$ cat config.mk
export PLATFORM = sky130hd
export DESIGN_NAME = dom1_skinny_ctrl
export DESIGN_NICKNAME = d
export VERILOG_FILES = /design/src/rtl/dom1_skinny_ctrl.sv
export SDC_FILE = /design/constraint.sdc
export NUM_CORES = 1
export LEC_CHECK = 0
export CAP_MARGIN = 0
export CELL_PAD_IN_SITES_DETAIL_PLACEMENT = 1
export CELL_PAD_IN_SITES_GLOBAL_PLACEMENT = 1
export CORE_MARGIN = 8
export CORE_UTILIZATION = 35
export DETAILED_ROUTE_END_ITERATION = 6
export GPL_TIMING_DRIVEN = 0
export PLACE_DENSITY = 0.72
export SYNTH_ARGS = -nofsm -noshare
export SYNTH_HDL_FRONTEND = slang
export SYNTH_SLANG_ARGS = --single-unit
$ cat constraint.sdc
create_clock -name clk -period 1.64 [get_ports clk]
set_input_delay 0.164 -clock clk [delete_from_list [all_inputs] [get_ports clk]]
set_output_delay 0.164 -clock clk [all_outputs]
set_load 0.02 [all_outputs]
$ cat src/rtl/dom1_skinny_ctrl.sv
// dom1_skinny_ctrl
// Sequencer for the first-order DOM-protected Skinny-128-384+ round datapath.
// Each round walks through four sbox stages (one enable per cycle, each one
// consuming a fresh 128-bit mask) followed by one update cycle that writes the
// state register and advances the tweakey schedule.
//
// Ports:
//   clk        clock, all state on rising edge
//   rst_n      asynchronous active-low reset
//   start      begin a block (sampled only while idle)
//   busy       high whenever a block is in progress
//   done       one-cycle pulse, state shares are final
//   load       state register loads the input shares
//   en[3:0]    sbox stage enables, one-hot or zero
//   state_we   state register captures the round output shares
//   tk_upd     tweakey shares advance one schedule step
//   rc[5:0]    round constant of the current round
//   round_cnt  index of the current round
//   last_rnd   current round is the final one
//   rnd_req    a fresh mask is required this cycle
//   rnd_valid  fresh mask is valid (consumed when rnd_req & rnd_valid)
module dom1_skinny_ctrl #(
    parameter int          NUM_ROUNDS = 40,
    parameter logic [5:0]  RC_INIT    = 6'h00
) (
    input  logic       clk,
    input  logic       rst_n,
    input  logic       start,
    output logic       busy,
    output logic       done,
    output logic       load,
    output logic [3:0] en,
    output logic       state_we,
    output logic       tk_upd,
    output logic [5:0] rc,
    output logic [5:0] round_cnt,
    output logic       last_rnd,
    output logic       rnd_req,
    input  logic       rnd_valid
);

    typedef enum logic [2:0] {
        ST_IDLE = 3'd0,
        ST_LOAD = 3'd1,
        ST_S0   = 3'd2,
        ST_S1   = 3'd3,
        ST_S2   = 3'd4,
        ST_S3   = 3'd5,
        ST_UPD  = 3'd6,
        ST_FIN  = 3'd7
    } state_t;

    localparam logic [5:0] LAST_IDX = 6'(NUM_ROUNDS - 1);

    // Round-constant LFSR step: shift left, feed back x5 ^ x4 ^ 1.
    function automatic logic [5:0] lfsr_next(input logic [5:0] x);
        return {x[4:0], x[5] ^ x[4] ^ 1'b1};
    endfunction

    state_t      state_r;
    logic [5:0]  rc_r;
    logic [5:0]  round_cnt_r;
    logic        last_rnd_r;
    logic        busy_r;
    logic        load_r;
    logic        upd_r;
    logic        done_r;
    logic        req_r;
    logic [1:0]  stage_r;
    logic [3:0]  en_s;

    // Sequencer FSM with all strobes registered alongside the state.
    always_ff @(posedge clk or negedge rst_n) begin
        if (!rst_n) begin
            state_r     <= ST_IDLE;
            rc_r        <= RC_INIT;
            round_cnt_r <= 6'd0;
            last_rnd_r  <= 1'b0;
            busy_r      <= 1'b0;
            load_r      <= 1'b0;
            upd_r       <= 1'b0;
            done_r      <= 1'b0;
            req_r       <= 1'b0;
            stage_r     <= 2'd0;
        end else begin
            case (state_r)
                ST_IDLE: begin
                    if (start) begin
                        state_r     <= ST_LOAD;
                        rc_r        <= lfsr_next(RC_INIT);
                        round_cnt_r <= 6'd0;
                        last_rnd_r  <= (LAST_IDX == 6'd0);
                        busy_r      <= 1'b1;
                        load_r      <= 1'b1;
                    end else begin
                        state_r     <= ST_IDLE;
                    end
                end
                ST_LOAD: begin
                    state_r <= ST_S0;
                    load_r  <= 1'b0;
                    req_r   <= 1'b1;
                    stage_r <= 2'd0;
                end
                // A missing mask simply holds the stage: nothing else moves,
                // so every enable fires exactly once per round.
                ST_S0, ST_S1, ST_S2: begin
                    if (rnd_valid) begin
                        state_r <= state_t'(state_r + 3'd1);
                        stage_r <= stage_r + 2'd1;
                    end else begin
                        state_r <= state_r;
                    end
                end
                ST_S3: begin
                    if (rnd_valid) begin
                        state_r <= ST_UPD;
                        req_r   <= 1'b0;
                        upd_r   <= 1'b1;
                    end else begin
                        state_r <= ST_S3;
                    end
                end
                // The write lands here, one cycle before S0 samples the state.
                ST_UPD: begin
                    upd_r <= 1'b0;
                    if (last_rnd_r) begin
                        state_r <= ST_FIN;
                        done_r  <= 1'b1;
                    end else begin
                        state_r     <= ST_S0;
                        round_cnt_r <= round_cnt_r + 6'd1;
                        last_rnd_r  <= ((round_cnt_r + 6'd1) == LAST_IDX);
                        rc_r        <= lfsr_next(rc_r);
                        req_r       <= 1'b1;
                        stage_r     <= 2'd0;
                    end
                end
                // rc and round_cnt keep their final values until the next start.
                ST_FIN: begin
                    state_r <= ST_IDLE;
                    done_r  <= 1'b0;
                    busy_r  <= 1'b0;
                end
                default: begin
                    state_r <= ST_IDLE;
                    busy_r  <= 1'b0;
                    load_r  <= 1'b0;
                    upd_r   <= 1'b0;
                    done_r  <= 1'b0;
                    req_r   <= 1'b0;
                    stage_r <= 2'd0;
                end
            endcase
        end
    end

    // Stage enable follows the mask handshake within the same cycle.
    always_comb begin
        en_s = 4'b0000;
        if (req_r && rnd_valid) begin
            case (stage_r)
                2'd0:    en_s = 4'b0001;
                2'd1:    en_s = 4'b0010;
                2'd2:    en_s = 4'b0100;
                2'd3:    en_s = 4'b1000;
                default: en_s = 4'b0000;
            endcase
        end else begin
            en_s = 4'b0000;
        end
    end

    assign busy      = busy_r;
    assign done      = done_r;
    assign load      = load_r;
    assign en        = en_s;
    assign state_we  = upd_r;
    assign tk_upd    = upd_r;
    assign rc        = rc_r;
    assign round_cnt = round_cnt_r;
    assign last_rnd  = last_rnd_r;
    assign rnd_req   = req_r;

endmodule

### Word-level counts from Yosys, hierarchy flattened

Index checks and enable logic that the tools add are counted.

| storage, ports and cells | value |
|---|---|
| memories | 0 |
| bits in writable memories | 0 |
| register bits | 23 |
| word-level logic and storage cells | 79 |
| bits in latches | 0 |
| ROM bits | 0 |
| output and inout bits | 23 |

| cells by class | value |
|---|---|
| add/subtract/negate cells | 3 |
| div/mod/pow operators | 0 |
| shifts and indexed selects | 0 |
| $lt $le $gt $ge | 0 |
| muxes and demuxes | 29 |
| equal/unequal tests | 16 |
| bitwise operators | 2 |
| multiply operators | 0 |
| reductions and logical operators | 19 |

Operators by type and width:

| kind | number |
|---|---|
| 6-bit 2-to-1 mux | 4 |
| 6-bit one-hot mux with 2 select lines | 2 |
| 3-bit one-hot mux with 6 select lines | 1 |
| 4-bit one-hot mux with 4 select lines | 1 |
| 3-bit equality test, second input constant | 4 |
| 2-bit != test, second input constant | 5 |
| 1-bit one-hot mux with 2 select lines | 5 |
| 2-bit AND reduction | 5 |
| 2-bit nonzero test | 5 |
| 3-bit AND reduction | 3 |
| 1-bit 2-to-1 mux | 8 |
| 6-bit by 1-bit adder with 6-bit output, second input constant | 1 |
| 3-bit by 2-bit equality test with 1-bit output, second input constant | 2 |
| 6-bit equality test, second input constant | 1 |
| 2-bit 2-to-1 mux | 3 |
| 3-bit 2-to-1 mux | 2 |
| 2-bit one-hot mux with 3 select lines | 1 |
| 3-bit nonzero test | 2 |
| 2-bit equality test, second input constant | 2 |
| 4-bit 2-to-1 mux | 1 |
| 3-bit by 1-bit adder with 3-bit output, second input constant | 1 |
| 3-bit by 1-bit equality test with 1-bit output, second input constant | 1 |
| 3-bit logical NOT | 1 |
| 1-bit one-hot mux with 3 select lines | 1 |
| 7 further kinds | 7 |

### Logic depth before layout (Yosys ltp)

Gate-level depths: netlist of run 1.

| logic depth | value |
|---|---|
| depth in word-level cells | 4 |
| gate-level depth with buffers | 8 |

### Worst setup path before layout of run 1

OpenSTA, ideal clock, no wires.

| path | value |
|---|---|
| kind | register to register |
| start | register state_r[2] |
| end | register stage_r[0] |
| data required time | 1.515 ns |
| arrival | 1.623 ns |
| path slack | -0.108 ns |
| cell stages (with the launch flop) | 8 |
| path through | dfrtp_1 buf_4 inv_1 ha_1 a211oi_2 o21ai_2 nand3_2 mux2_2 |

| between the ends | value |
|---|---|
| word-level cells in the longest chain between the ends | 4 |
| elaborated cells between the ends (all ways) | 11 |
| those cells by class | eq/ne (7); mux (1); reduce/logical (3) |

Ends and longest elaborated chain:

| item | RTL line | text |
|---|---|---|
| start: declaration | 60 | `state_t state_r;` |
| start signal: assignment | 109 | `state_r <= state_t'(state_r + 3'd1);` |
| start signal: assignment | 112 | `state_r <= state_r;` |
| 3-bit by 2-bit equality test with 1-bit output / 3-bit equality test (equally long branches) | 86 | `case (state_r)` |
| 3-bit OR reduction | 86 |  |
| 2-bit != test (no source line) / 3-bit nonzero test (equally long branches) | n/a |  |
| 3-bit AND reduction (no source line) | n/a |  |
| end signal: assignment | 110 | `stage_r <= stage_r + 2'd1;` |
| end: declaration | 69 | `logic [1:0] stage_r;` |

Several ways; a longest one is shown, not always the timed one.
A chain may end at the register's enable or synchronous reset.

### Worst setup path in the final report of run 1

| path | value |
|---|---|
| start | register state_r[0] |
| end | register stage_r[0] |

Same word-level chain as after synthesis.

==> qor.txt, run 1 <==
I/O pin total - 27
post-synth cell types - 40
Via Count - 1,189
Clock Latency Late Sink - 270 ps
Cell Count, Final, Fillers Out - 228
Slew Viols, Final - 0
CTS buffer count - 3
DIE WIDTH - 78.34 um
post-synth net total - 153
Final ANT Viol Nets - 0
Final WS setup - -58.08 ps
initial antenna violation count - 0
Net Switching - 0.001189 W
vias in the first global route - 1,279
# placed instances - 211
Reg power frac - 28.3%
Crit. path cell count - 7
Mapped Area - 1360 um2
dpl cell area - 1703 um2
setup_tns - -63.12 ps
critical path class - reg2reg
first-pass detailed-route iteration total - 4
Mapped Avg Cell Area - 9.927 um2
H-tree depth - 1
TritonCTS Sinks - 23
Finished Cell Area - 1947 um2
Crit Path Max Fanout - 3
final hold vios - 0
clk slew on worst S/H paths - 80 ps
Lkg Pwr - 0.9080 nW
status - finished with violations
worst vdd ir - 683.8 uV
Synth Instances - 137
post-DR wirelength/cell - 17.23 um
WHS - 453.6 ps
Int Pwr - 0.001757 W
RSZ-0062 raised after global routing - yes
Reg2Reg Setup Slack - -60 ps
minimum clock period - 1698 ps
crit path to - stage_r[0]
Critical Path Sink Type - flop
gr usage total - 12.75%
Worst-Margin Slew - 1040 ps
Die ar. - 6136 um2
CTS tree - done
FMAX - 0.5889 GHz
Worst Path Buf+Inv - 1
crit-path cells - buf_6 -> ha_4 -> ha_4 -> a211oi_4 -> o21ai_2 -> nand3_2 -> mux2_4
synth warn - 0
Nets - 197
Cell Pwr Density - 1513 nW/um2
sequential element share of the synthesized area - 42.32%
post-DP HPWL - 2708 um
pre-CTS setup slack - -393.9 ps
Max stage delay on crit path - 410 ps
R2R cell count - 7
Worst Setup SP - state_r[0]
failing checks - negative setup slack
Hold WC Path Type - in2async
Final period util - 103.5%
number of fill cells in the layout - 422
Port Buffers - 26
row cnt - 22
Top delay family on crit path - flip-flops
slew margin rel. - 30.43%
first-pass GRT wire length - 6423 um
drt total wl - 3928 um
Die Height - 78.34 um
core outline area - 3689 um2
crit path max-delay cell type - dfrtp_1
Area Growth Syn to Fin - 43.15%
Crit Reg-Reg Endpoint - stage_r[0]
Max Cap Viol - 0
Yosys reg bits - 23
CTS Buffer Depth - 2
largest net degree at the start of global routing - 24
Root Buffer - clkbuf_8
skew final - 1.814 ps
DRT iter0 DRCs - 40
Crit path arrival time - 1860 ps
most used cell, CP - ha_4
worst endpoint required time - 1800 ps
RePlAce Congestion - 0.8058
vias per cell - 5.215
switch share - 40.36%
ant diodes - 0
power share of the clock group - 12.3%
initial core utilization - 36.87%
fraction of layout cells with a size suffix above 1 - 23.89%
power share of the combinational group - 59.4%
Multi-input gate area - 802.0 um2
final setup vio count - 2
GR Overflow Total - 0
Post-route DRC - 0
Startpoint Class - flop
Worst R2R Start - state_r[0]
Register Area - 578.1 um2
[state kept, by name, indices dropped and copies added, names as in the netlist]
signal,flops
rnd_req,1
rc,6
state_we,1
busy,1
round_cnt,6
load,1
state_r,3
done,1
stage_r,2
last_rnd,1
[worst min path at each step]
stage	startpoint	endpoint	slack [ps]	depth (start not counted)
6_report	rst_n	state_we	450	1
2_1_floorplan	rst_n	busy	-130	0
3_3_place_gp	busy	busy	500	1
5_1_grt	load	load	550	2
3_5_place_dp	rc[1]	rc[1]	520	2
4_1_cts	rst_n	load	520	1
[metal layers]
metal	GRT usage (%)	wire, um	share of wire (%)	vias up
met5	0	0	0	-
met4	3.704	34	0.87	0
met3	4.328	240	6.1	4
met2	21.04	1991	51	22
met1	15.34	1662	42	592
li1	-	-	-	571
[area by class of cell]
class	instances	area share [%]
multi-input combinational	96	41.20
sequential	23	29.69
timing repair buffer	39	18.77
tap	48	3.085
inverter	13	2.635
clock buffer	4	2.314
buffer	5	2.314
[through the flow]
stage | util, % | total power [W]
after floorplan | - | 0.001680
after global placement | 46.17 | 0.002057
after detailed placement | 46.17 | 0.002133
after CTS | 50.17 | 0.002756
after global routing | 52.78 | 0.003162
final | 52.78 | 0.002945
[synthesized netlist by cell type (all sizes together)]
library cell	number	area share (%)
dfrtp	23	42
o21ai	15	5.8
nand2	14	3.9
inv	13	3.6
ha	12	11
nor2	6	1.7
and3	5	2.3
a22o	4	2.6
buf	4	2.2
mux2i	3	2.2
xor2	3	1.9
a211oi	2	2.4
a21o	2	1.1
a31oi	2	0.92
and3b	2	1.3
nand2b	2	0.92
nand3	2	1.1
nand4	2	0.92
nor2b	2	0.92
nor3	2	0.74
o2bb2ai	2	1.3
a21oi	1	0.37
a221o	1	0.74
a22oi	1	0.55
a2bb2oi	1	0.64
a32oi	1	0.64
clkbuf	1	0.28
mux2	1	0.83
nand3b	1	0.55
nor3b	1	0.55
o2111ai	1	0.64
o211ai	1	0.55
o31a	1	0.64
o31ai	1	0.55
o32a	1	0.74
o32ai	1	0.64
[power by group through the flow]
stage	logic, W	registers (W)	clock network, W
6_report	0.00175	0.000835	0.000361
2_1_floorplan	0.000785	0.000895	0
4_1_cts	0.00156	0.000820	0.000373
3_5_place_dp	0.00130	0.000837	0
5_1_grt	0.00191	0.000858	0.000394
3_3_place_gp	0.00124	0.000821	0
[timing repair]
item                                    CTS  global route
pin swaps                                 3             4
endpoints found under the setup margin   22            20
setup buffers                             7             5
gates cloned                              0             1
hold buffers                              0             0
endpoints found under the hold margin     0             0
gates resized for setup                  16            18
[cells by family (layout without fill, tap and decap cells)]
group	Yosys count	in the layout	synth area share, %
XOR/XNOR	3	3	1.932
multiplexers	4	4	3.036
AO/OA/AOI/OAI	38	38	20.79
AND/OR/NAND/NOR	39	39	14.81
buffers and inverters	18	61	6.072
adder cells (fa/ha/maj)	12	12	11.04
flip-flops	23	23	42.32
[cell usage in the layout, fill, tap and decap left out, drive strengths merged, types with 3 or more instances in the layout]
master | Yosys | layout
clkdlybuf4s50 | 0 | 20
buf | 4 | 17
a22o | 4 | 4
nand2 | 14 | 14
xor2 | 3 | 3
ha | 12 | 12
o21ai | 15 | 15
and3 | 5 | 5
inv | 13 | 13
mux2i | 3 | 3
dfrtp | 23 | 23
nor2 | 6 | 6
clkbuf | 1 | 5
Note: power is estimated with default switching activity, not from simulation.
==> inputs of run 2 (changes only) <==
--- a/config.mk
+++ b/config.mk
@@ -16,3 +16,4 @@
 export SYNTH_ARGS = -nofsm -noshare
 export SYNTH_HDL_FRONTEND = slang
 export SYNTH_SLANG_ARGS = --single-unit
+export TNS_END_PERCENT = 20
==> run 2 against run 1 <==
  * The run still ends with negative setup slack left
  * Sequential share of layout area grew 0.45 points
  * Combinational power shrank 6%
  * Register-to-register slack is essentially flat
  * Highest routed layer unchanged
  * Clock power is essentially flat
  * Largest cell class unchanged
  * Sequential cell count is the same
  * Global-route usage shrank 0.66 points
  * Total power shrank 3.3%
  * Via count grew 0.67%
  * Worst setup slack gained 9.2 ps
  * Routed wire length shrank 0.76%
==> qor.txt, run 2 (synthesis gave the netlist of run 1 again) <==
Reg power frac - 29.7% (+1.4 points)
most frequent cells in the layout - clkdlybuf4s50_1 (21), dfrtp_1 (20), nand2_1 (14), buf_4 (14), o21ai_0 (12)
row cnt - 22 (unchanged)
final hold vios - 0 (unchanged)
DRT iter0 DRCs - 50 (+25%)
Net Switching - 0.001149 W (-3.4%)
Area Growth Syn to Fin - 41.31%
final setup vio count - 1 (-1)
worst endpoint required time - 1800 ps (about the same)
ant diodes - 0 (unchanged)
Startpoint Class - flop
hold_buf cts - 0 (unchanged)
slew margin rel. - 28.25% (-2.2 points)
pre-CTS setup slack - -393.9 ps (unchanged)
Crit Reg-Reg Endpoint - stage_r[0]
clk slew on worst S/H paths - 80 ps (about the same)
I/O pin total - 27 (unchanged)
status - finished with violations
Worst-Margin Slew - 1073 ps (+32.73 ps)
post-DR wirelength/cell - 17.10 um (-0.76%)
power share of the combinational group - 57.5% (-1.9 points)
Reg2Reg Setup Slack - -50 ps (about the same)
post-DP HPWL - 2708 um (unchanged)
Power, Total - 0.002848 W (-3.3%)
Clock Latency Late Sink - 270 ps (about the same)
GR Overflow Total - 0 (unchanged)
Crit path arrival time - 1850 ps (about the same)
WHS - 468.8 ps (+15.20 ps)
Post-route DRC - 0 (unchanged)
switch share - 40.33% (about the same)
Max Cap Viol - 0 (unchanged)
Cell Pwr Density - 1482 nW/um2 (-2.1%)
Slew Viols, Final - 0 (unchanged)
commonest non-fill, non-tap cell in the layout - clkdlybuf4s50_1
R2R cell count - 6 (-1)
RePlAce Congestion - 0.8058 (unchanged)
gr usage total - 12.09% (-0.66 points)
Via Count - 1,197 (+0.67%)
Final ANT Viol Nets - 0 (unchanged)
Nets - 197 (unchanged)
crit path to - stage_r[0]
CTS buffer count - 3 (unchanged)
# placed instances - 211 (unchanged)
vias per cell - 5.250 (+0.67%)
CTS tree - done
FMAX - 0.5921 GHz (+0.54%)
RSZ-0062 raised after global routing - yes
critical path class - reg2reg
power share of the clock group - 12.7% (+0.4 points)
skew final - 3.121 ps (+1.307 ps)
worst vdd ir - 662.6 uV (-3.1%)
drt total wl - 3898 um (-0.76%)
Hold WC Path Type - in2async
first-pass detailed-route iteration total - 4 (unchanged)
Die ar. - 6136 um2 (unchanged)
DIE WIDTH - 78.34 um (unchanged)
Worst Setup SP - state_r[1]
H-tree depth - 1 (unchanged)
Root Buffer - clkbuf_8
Int Pwr - 0.001699 W (-3.3%)
Crit Path Max Fanout - 4 (+1)
Final WS setup - -48.92 ps (+9.160 ps)
initial core utilization - 36.87% (unchanged)
first-pass GRT wire length - 6099 um (-5.0%)
failing checks - negative setup slack
Lkg Pwr - 0.9060 nW (-0.23%)
Worst R2R Start - state_r[1]
vias in the first global route - 1,233 (-3.6%)
initial antenna violation count - 0 (unchanged)
minimum clock period - 1689 ps (-9.160 ps)
largest net degree at the start of global routing - 24 (unchanged)
Critical Path Sink Type - flop
fraction of layout cells with a size suffix above 1 - 21.67% (-2.2 points)
Final period util - 103.0% (-0.56 points)
Port Buffers - 26 (unchanged)
core outline area - 3689 um2 (unchanged)
TritonCTS Sinks - 23 (unchanged)
CTS Buffer Depth - 2 (unchanged)
Die Height - 78.34 um (unchanged)
Cell Count, Final, Fillers Out - 228 (unchanged)
-- run 2: metal layers --
| layer | up-vias | share of wire, % | GRT usage (%) |
|---|---|---|---|
| li1 | 567 | - | - |
| met4 | 0 | 1.2 | 3.704 |
| met2 | 24 | 49 | 19.80 |
| met1 | 600 | 43 | 14.46 |
| met3 | 6 | 6.2 | 4.328 |
| met5 | - | 0 | 0 |
-- run 2: repair_timing --
item / 4_1_cts / 5_1_grt
gates resized for setup: 9 / 17
pin swaps: 0 / 4
setup endpoints to repair: 22 / 20
buffers inserted: 0 / 13
-- run 2: worst min path at each step --
stage               start    endpoint  slack (ps)  depth (start not counted)
global route         load        load         550                          2
detailed placement  rc[1]       rc[1]         520                          2
floorplan           rst_n        busy        -130                          0
global placement     busy        busy         500                          1
finish              rst_n  state_r[1]         470                          1
CTS                 rst_n        load         520                          1
-- run 2: layout make-up --
| type | count | area (um2) |
|---|---|---|
| fill | 422 | 1767 |
| multi-input combinational | 96 | 777.0 |
| sequential | 23 | 579.3 |
| timing repair buffer | 39 | 356.6 |
| tap | 48 | 60.06 |
| buffer | 5 | 52.55 |
| inverter | 13 | 51.30 |
| clock buffer | 4 | 45.04 |
-- run 2: power groups by stage --
stage               Combinational (W)  Sequential (W)  Clock [W]
floorplan                    0.000785        0.000895          0
global placement              0.00124        0.000821          0
finish                        0.00164        0.000847   0.000362
CTS                           0.00130        0.000826   0.000373
detailed placement            0.00130        0.000837          0
global route                  0.00178        0.000870   0.000397
-- run 2: stage by stage --
stage          instance area [um2]  util (%)  setup TNS, ps
3_3_place_gp                  1703     46.17          -2826
2_1_floorplan                 1383         -              0
3_5_place_dp                  1703     46.17          -4337
4_1_cts                       1755     47.59          -1143
6_report                      1922     52.10         -48.92
5_1_grt                       1922     52.10         -366.1
-- run 2: critical path, stage by stage, from the launching register on --
cell,delay [ps]
dfrtp_2,470
ha_4,200
ha_4,180
a211oi_4,240
o21ai_2,90
nand3_2,100
mux2_4,300
